--- config.mk ---
export PLATFORM = sky130hd
export DESIGN_NAME = apb_tgt_regfile
export DESIGN_NICKNAME = d
export VERILOG_FILES = /design/src/rtl/apb_tgt_regfile_pkg.sv /design/src/rtl/apb_tgt_wait_cnt.sv /design/src/rtl/apb_tgt_regfile.sv
export SDC_FILE = /design/constraint.sdc
export NUM_CORES = 1
export LEC_CHECK = 0
export BUFFER_PORTS_ARGS = -buffer_cell sky130_fd_sc_hd__clkbuf_2
export CAP_MARGIN = 0
export CORE_AREA = 5 5 164 166
export DETAILED_ROUTE_END_ITERATION = 12
export DIE_AREA = 0 0 169 171
export PLACE_DENSITY = 0.7
export SYNTH_ARGS = -nofsm -noshare
export SYNTH_HDL_FRONTEND = slang
export SYNTH_SLANG_ARGS = --single-unit
--- constraint.sdc ---
create_clock -name pclk -period 7.21 [get_ports pclk]
set_input_delay 0.721 -clock pclk [delete_from_list [all_inputs] [get_ports pclk]]
set_output_delay 0.721 -clock pclk [all_outputs]
set_load 0.01 [all_outputs]
--- src/rtl/apb_tgt_regfile_pkg.sv ---
// Shared definitions for the APB target register file: offsets, FSM states, ID default.
package apb_tgt_regfile_pkg;

  localparam logic [4:0] OffCtrl    = 5'h00;
  localparam logic [4:0] OffStatus  = 5'h04;
  localparam logic [4:0] OffScratch0 = 5'h08;
  localparam logic [4:0] OffScratch1 = 5'h0C;
  localparam logic [4:0] OffIrqEn   = 5'h10;
  localparam logic [4:0] OffIrqPend = 5'h14;
  localparam logic [4:0] OffId      = 5'h18;
  localparam logic [4:0] OffRsvd    = 5'h1C;

  localparam logic [31:0] IdValueDefault = 32'h5043_0001;

  typedef enum logic {
    StIdle,
    StAccess
  } apb_state_e;

  // Misaligned, reserved, or write to a read-only register.
  function automatic logic addr_err(input logic [4:0] off, input logic wr);
    return (off[1:0] != 2'b00) || (off == OffRsvd) ||
           (wr && ((off == OffStatus) || (off == OffId)));
  endfunction

endpackage

--- src/rtl/apb_tgt_wait_cnt.sv ---
// Wait-state counter: loads at setup, counts down to zero during the access phase.
module apb_tgt_wait_cnt (
  input  logic       i_clk,
  input  logic       i_rst,
  input  logic       i_load,
  input  logic [3:0] i_load_val,
  input  logic       i_dec,
  output logic       o_zero
);

  logic [3:0] r_cnt;

  // Load has priority; decrement saturates at zero.
  always_ff @(posedge i_clk) begin
    if (i_rst) begin
      r_cnt <= 4'd0;
    end else if (i_load) begin
      r_cnt <= i_load_val;
    end else if (i_dec && (r_cnt != 4'd0)) begin
      r_cnt <= r_cnt - 4'd1;
    end
  end

  assign o_zero = (r_cnt == 4'd0);

endmodule

--- src/rtl/apb_tgt_regfile.sv ---
// APB target with a small control/status register file, wait states, IRQ and protocol checking.
module apb_tgt_regfile
  import apb_tgt_regfile_pkg::*;
#(
  parameter int unsigned ADDR_WIDTH  = 32,
  parameter int unsigned DATA_WIDTH  = 32,
  parameter int unsigned WAIT_CYCLES = 1,
  parameter logic [31:0] ID_VALUE    = IdValueDefault
) (
  input  logic                  pclk,
  input  logic                  prst,
  input  logic                  psel,
  input  logic                  penable,
  input  logic                  pwrite,
  input  logic [ADDR_WIDTH-1:0] paddr,
  input  logic [DATA_WIDTH-1:0] pwdata,
  output logic [DATA_WIDTH-1:0] prdata,
  output logic                  pready,
  output logic                  pslverr,
  output logic [DATA_WIDTH-1:0] ctrl_o,
  input  logic [DATA_WIDTH-1:0] status_i,
  output logic                  irq_o,
  output logic                  proto_err_o
);

  localparam logic [DATA_WIDTH-1:0] IdVal = DATA_WIDTH'(ID_VALUE);

  apb_state_e            r_state;
  logic [ADDR_WIDTH-1:0] r_addr;
  logic                  r_write;
  logic [DATA_WIDTH-1:0] r_wdata;
  logic [DATA_WIDTH-1:0] r_status_snap;
  logic [DATA_WIDTH-1:0] r_status_q;
  logic [DATA_WIDTH-1:0] r_ctrl;
  logic [DATA_WIDTH-1:0] r_scratch0;
  logic [DATA_WIDTH-1:0] r_scratch1;
  logic [DATA_WIDTH-1:0] r_irq_en;
  logic [DATA_WIDTH-1:0] r_irq_pend;
  logic                  r_irq;
  logic                  r_proto_err;

  logic                  w_zero;
  logic                  w_setup;
  logic                  w_match;
  logic                  w_done;
  logic                  w_abort;
  logic                  w_err;
  logic                  w_commit;
  logic [4:0]            w_off;
  logic [DATA_WIDTH-1:0] w_rmux;
  logic [DATA_WIDTH-1:0] w_rise;
  logic [DATA_WIDTH-1:0] w_clr;

  assign w_off    = r_addr[4:0];
  assign w_setup  = (r_state == StIdle) && psel && !penable;
  // The master must hold select, enable, address and direction for the whole access phase.
  assign w_match  = psel && penable && (paddr == r_addr) && (pwrite == r_write);
  assign w_done   = (r_state == StAccess) && w_zero && w_match;
  assign w_abort  = (r_state == StAccess) && !w_match;
  assign w_err    = addr_err(w_off, r_write);
  assign w_commit = w_done && r_write && !w_err;
  assign w_rise   = status_i & ~r_status_q;
  assign w_clr    = (w_commit && (w_off == OffIrqPend)) ? r_wdata : '0;

  apb_tgt_wait_cnt u_wait_cnt (
    .i_clk      (pclk),
    .i_rst      (prst),
    .i_load     (w_setup),
    .i_load_val (4'(WAIT_CYCLES)),
    .i_dec      (r_state == StAccess),
    .o_zero     (w_zero)
  );

  // Transfer FSM: latch the request at setup, finish or abort in access.
  always_ff @(posedge pclk) begin
    if (prst) begin
      r_state     <= StIdle;
      r_proto_err <= 1'b0;
    end else begin
      unique case (r_state)
        StIdle: begin
          if (psel && penable) begin
            r_proto_err <= 1'b1;
          end else if (psel) begin
            r_state       <= StAccess;
            r_addr        <= paddr;
            r_write       <= pwrite;
            r_wdata       <= pwdata;
            r_status_snap <= status_i;
          end
        end
        StAccess: begin
          if (w_abort) begin
            r_proto_err <= 1'b1;
            r_state     <= StIdle;
          end else if (w_zero) begin
            r_state <= StIdle;
          end
        end
      endcase
    end
  end

  // Register file, edge-detected interrupt pending bits and registered interrupt output.
  always_ff @(posedge pclk) begin
    if (prst) begin
      r_ctrl     <= '0;
      r_scratch0 <= '0;
      r_scratch1 <= '0;
      r_irq_en   <= '0;
      r_irq_pend <= '0;
      r_status_q <= '0;
      r_irq      <= 1'b0;
    end else begin
      r_status_q <= status_i;
      // A rising status bit beats a simultaneous write-one-to-clear.
      r_irq_pend <= (r_irq_pend & ~w_clr) | w_rise;
      r_irq      <= |(r_irq_pend & r_irq_en);
      if (w_commit) begin
        case (w_off)
          OffCtrl:     r_ctrl     <= r_wdata;
          OffScratch0: r_scratch0 <= r_wdata;
          OffScratch1: r_scratch1 <= r_wdata;
          OffIrqEn:    r_irq_en   <= r_wdata;
          default: ;
        endcase
      end
    end
  end

  // Read data mux over the latched offset.
  always_comb begin
    w_rmux = '0;
    case (w_off)
      OffCtrl:     w_rmux = r_ctrl;
      OffStatus:   w_rmux = r_status_snap;
      OffScratch0: w_rmux = r_scratch0;
      OffScratch1: w_rmux = r_scratch1;
      OffIrqEn:    w_rmux = r_irq_en;
      OffIrqPend:  w_rmux = r_irq_pend;
      OffId:       w_rmux = IdVal;
      default:     w_rmux = '0;
    endcase
  end

  assign pready      = !prst && (r_state == StAccess) && w_zero;
  assign pslverr     = pready && w_err;
  assign prdata      = (pready && !r_write && !w_err) ? w_rmux : '0;
  assign ctrl_o      = r_ctrl;
  assign irq_o       = r_irq && !prst;
  assign proto_err_o = r_proto_err && !prst;

endmodule
==> results.yml <==
logic_synthesis:
  synth.top_cell.area_share: 0.3196
  avgSynthCellArea_um2: 11.74
  yosys_warnings: 0
  ys_ff_latch: 296
  post_synthesis_instance_total: 1062
  post-synth-top-count-cell: "dfxtp_1"
  post-synth-top-area-cell: "dfxtp_1"
  yosys-top-cells-area: "dfxtp_1, edfxtp_1, mux2i_1"
  ys.flop_type: "dfxtp_1"
  synth_fp_nets: 1165
  synth.cell_area_um2: 12460
  yosys.cell_types.count: 46
  ys_async_sr_fraction: 0
  synth_edf_count: 97
  ys_top_cells_by_count: "dfxtp_1, nand2b_1, mux2i_1"
  synth_sequential_area_ratio: 0.5534
sta:
  finalSetupViolations: 0
  setup-tns-final_ns: 0
  timing.final.hold_violations: 0
  achievable-frequency_mhz: 253.1
  unrepaired_setup_endpoints_after_global_routing: "no"
  layout_min_cycle_time_ns: 3.950
  timing.max_slew.rel_slack: 0.1836
  timing_worst_slew_pin_value_ns: 1.222
  timing.final.crit_share: 0.5479
  timing.final.max_slew_violations: 0
  worst_slack_ns: 3.260
  setup_skew_after_layout_ns: 0.008004
global_route:
  globalRouteTotalUtil: 0.2140
  grt_start_max_net_pins: 118
  antenna_violations_before_repair: 2
  globalRoute.totalOverflow: 0
  grt_pass1_wl_mm: 49.51
  via_count_of_the_first_global_routing_pass: 8752
power_and_ir_drop:
  leakagePower_uw: 0.005742
  ir_worst_vdd_mv: 0.2016
  p_clk_frac: 0.447
  finalPower_uw: 3526
  comb_power_share: 0.044
  powerDensity_nw_per_um2: 242.9
  power.internal_uw: 2771
  power.share.sequential: 0.509
  p_switching_uw: 755.2
  power.switching_fraction: 0.2142
placement:
  dp_hpwl_mm: 20.77
  port-buffer-count: 168
  post_place_cells: 1511
  globalplace.congestion: 0.8005
  pre_cts_ws_ns: 3.636
worst_setup_path:
  end_kind: "primary output"
  critical_path.cell_chain: "nand2b_1 -> nor4_2 -> buf_4 -> a22oi_1 -> a31oi_1 -> clkbuf_2"
  timing.rr.end: "r_scratch0[17]"
  critPathMaxFanout: 22
  cp.depth: 6
  rr_startpoint: "r_addr[2]"
  critPathLaunch: "r_addr[4]"
  setup.worst_path.class: "reg -> out"
  cp_data_arrival_time_ns: 3.23
  critPathTopFamily: "simple AND/OR/NAND/NOR gates"
  worst_path_largest_cell_delay_ns: 0.72
  critical_path_required_ns: 6.49
  reg2reg_slack_ns: 3.88
  path_buf_inv: 2
  worst_r2r_path_depth: 5
  critical_path.slowest_cell: "nor4_2"
  setup.worst_path.start_class: "flip-flop"
drt:
  drc: 0
  dr.pass1.iters: 5
  finalWirelength_mm: 31.45
  routed_via_density: 5.566
  dr_total_vias: 8744
  wl_per_cell_um: 20.02
  ant_nets: 0
  drt_iter0_markers: 519
final_layout:
  layoutNonFillerInstCount: 1571
  final.fill_count: 2210
  area_delta_synth_final_pct: 16.47
  final_layout_size_suffix_gt1_frac: 0.1994
  design.final.nets: 1313
clock_network:
  h-tree-depth: 1
  tritoncts: "yes"
  post_cts.resized_instances: 0
  cts_setup_buffers: 0
  clk-insertion-delay-late_ns: 0.54
  clkSinkCount: 296
  cts_inserted_buffers: 31
  clockBufferDepth: 3
  clock-root-buffer: "clkbuf_16"
  cts_hold_buffers: 0
  clock_input_transition_at_the_sequential_cells_of_the_worst_setup_and_hold_paths_ns: 0.06
floorplan:
  initial_utilization: 0.4894
  fp.dieArea_um2: 28900
  placementRows: 59
  io_pins: 169
  core_region_area_um2: 25470
  die-height_um: 171
  die_width_um: 169
run:
  drv_cap: 0
worst_hold_path:
  hold_path_class: "in -> reg"
  hold_start: "pwdata[28]"
  hold_path_end: "r_wdata[28]"
  whs_path_depth: 1
outcome:
  outcome: "completed"
## power by group through the flow
stage | registers (uW) | logic, uW | clock network (uW)
2_1_floorplan | 1820 | 100 | 0
3_3_place_gp | 1830 | 154 | 0
3_5_place_dp | 1830 | 156 | 0
4_1_cts | 1800 | 157 | 1610
5_1_grt | 1800 | 174 | 1680
6_report | 1800 | 155 | 1570
## per-stage QoR
step,hold slack [ns],area (um^2),utilization
6_report,0.3479,14520,0.5700
5_1_grt,0.3223,14520,0.5700
4_1_cts,0.3217,14500,0.5693
3_5_place_dp,0.4564,13480,0.5295
3_3_place_gp,0.4540,13480,0.5295
2_1_floorplan,0.4446,12460,-
## worst max path at each step
| stage | endpoint | slack (ns) |
|---|---|---|
| after global routing | prdata[29] | 3.03 |
| final | prdata[17] | 3.26 |
| after detailed placement | r_scratch1[20] | 3.64 |
| after CTS | prdata[30] | 3.20 |
| after global placement | r_scratch1[18] | 3.69 |
| after floorplan | r_addr[0] | 1.09 |
## layout by cell type, fill, tap and decap left out, types with 17 or more instances in the layout
cell type / n
nor2b_1: 71
nand2b_1: 195
a22oi_1: 98
xnor2_1: 28
a31oi_1: 32
a311oi_1: 33
buf_4: 17
dfxtp_1: 199
clkbuf_16: 32
clkbuf_2: 167
edfxtp_1: 97
mux2i_1: 129
## routing by layer
| layer | wire length, um | GRT usage | part of all wire | up-vias |
|---|---|---|---|---|
| met1 | 14120 | 0.3014 | 0.45 | 4221 |
| met4 | 861 | 0.06020 | 0.027 | 0 |
| met3 | 1892 | 0.03443 | 0.060 | 51 |
| met5 | 0 | 0 | 0 | - |
| li1 | - | - | - | 4196 |
| met2 | 14580 | 0.3447 | 0.46 | 276 |
## worst reg2reg max path: stages, from the launching register on
cell and delay, ns:
edfxtp_1 0.53, xnor2_1 0.30, nand4_1 0.15, nor4_2 0.83
nand4_4 0.98, mux2i_1 0.44
## area by class of cell
class,instances,area (um^2),area share
multi-input combinational,690,5182,0.3570
clock inverter,15,127.6,0.008792
tap,335,419.2,0.02887
timing repair buffer,185,974.7,0.06714
antenna,2,5.005,0.0003448
inverter,6,22.52,0.001551
clock buffer,42,888.4,0.06120
sequential,296,6897,0.4751
## cells by family after synthesis
| family | Yosys count | share of synthesized area |
|---|---|---|
| compound gates | 188 | 0.1139 |
| xor+xnor | 29 | 0.02038 |
| flops | 296 | 0.5534 |
| mux | 129 | 0.1036 |
| fa+ha+maj | 2 | 0.002008 |
| buf+inv | 76 | 0.03393 |
| simple gates | 342 | 0.1728 |
No activity file was read; power rests on OpenSTA's default activity.
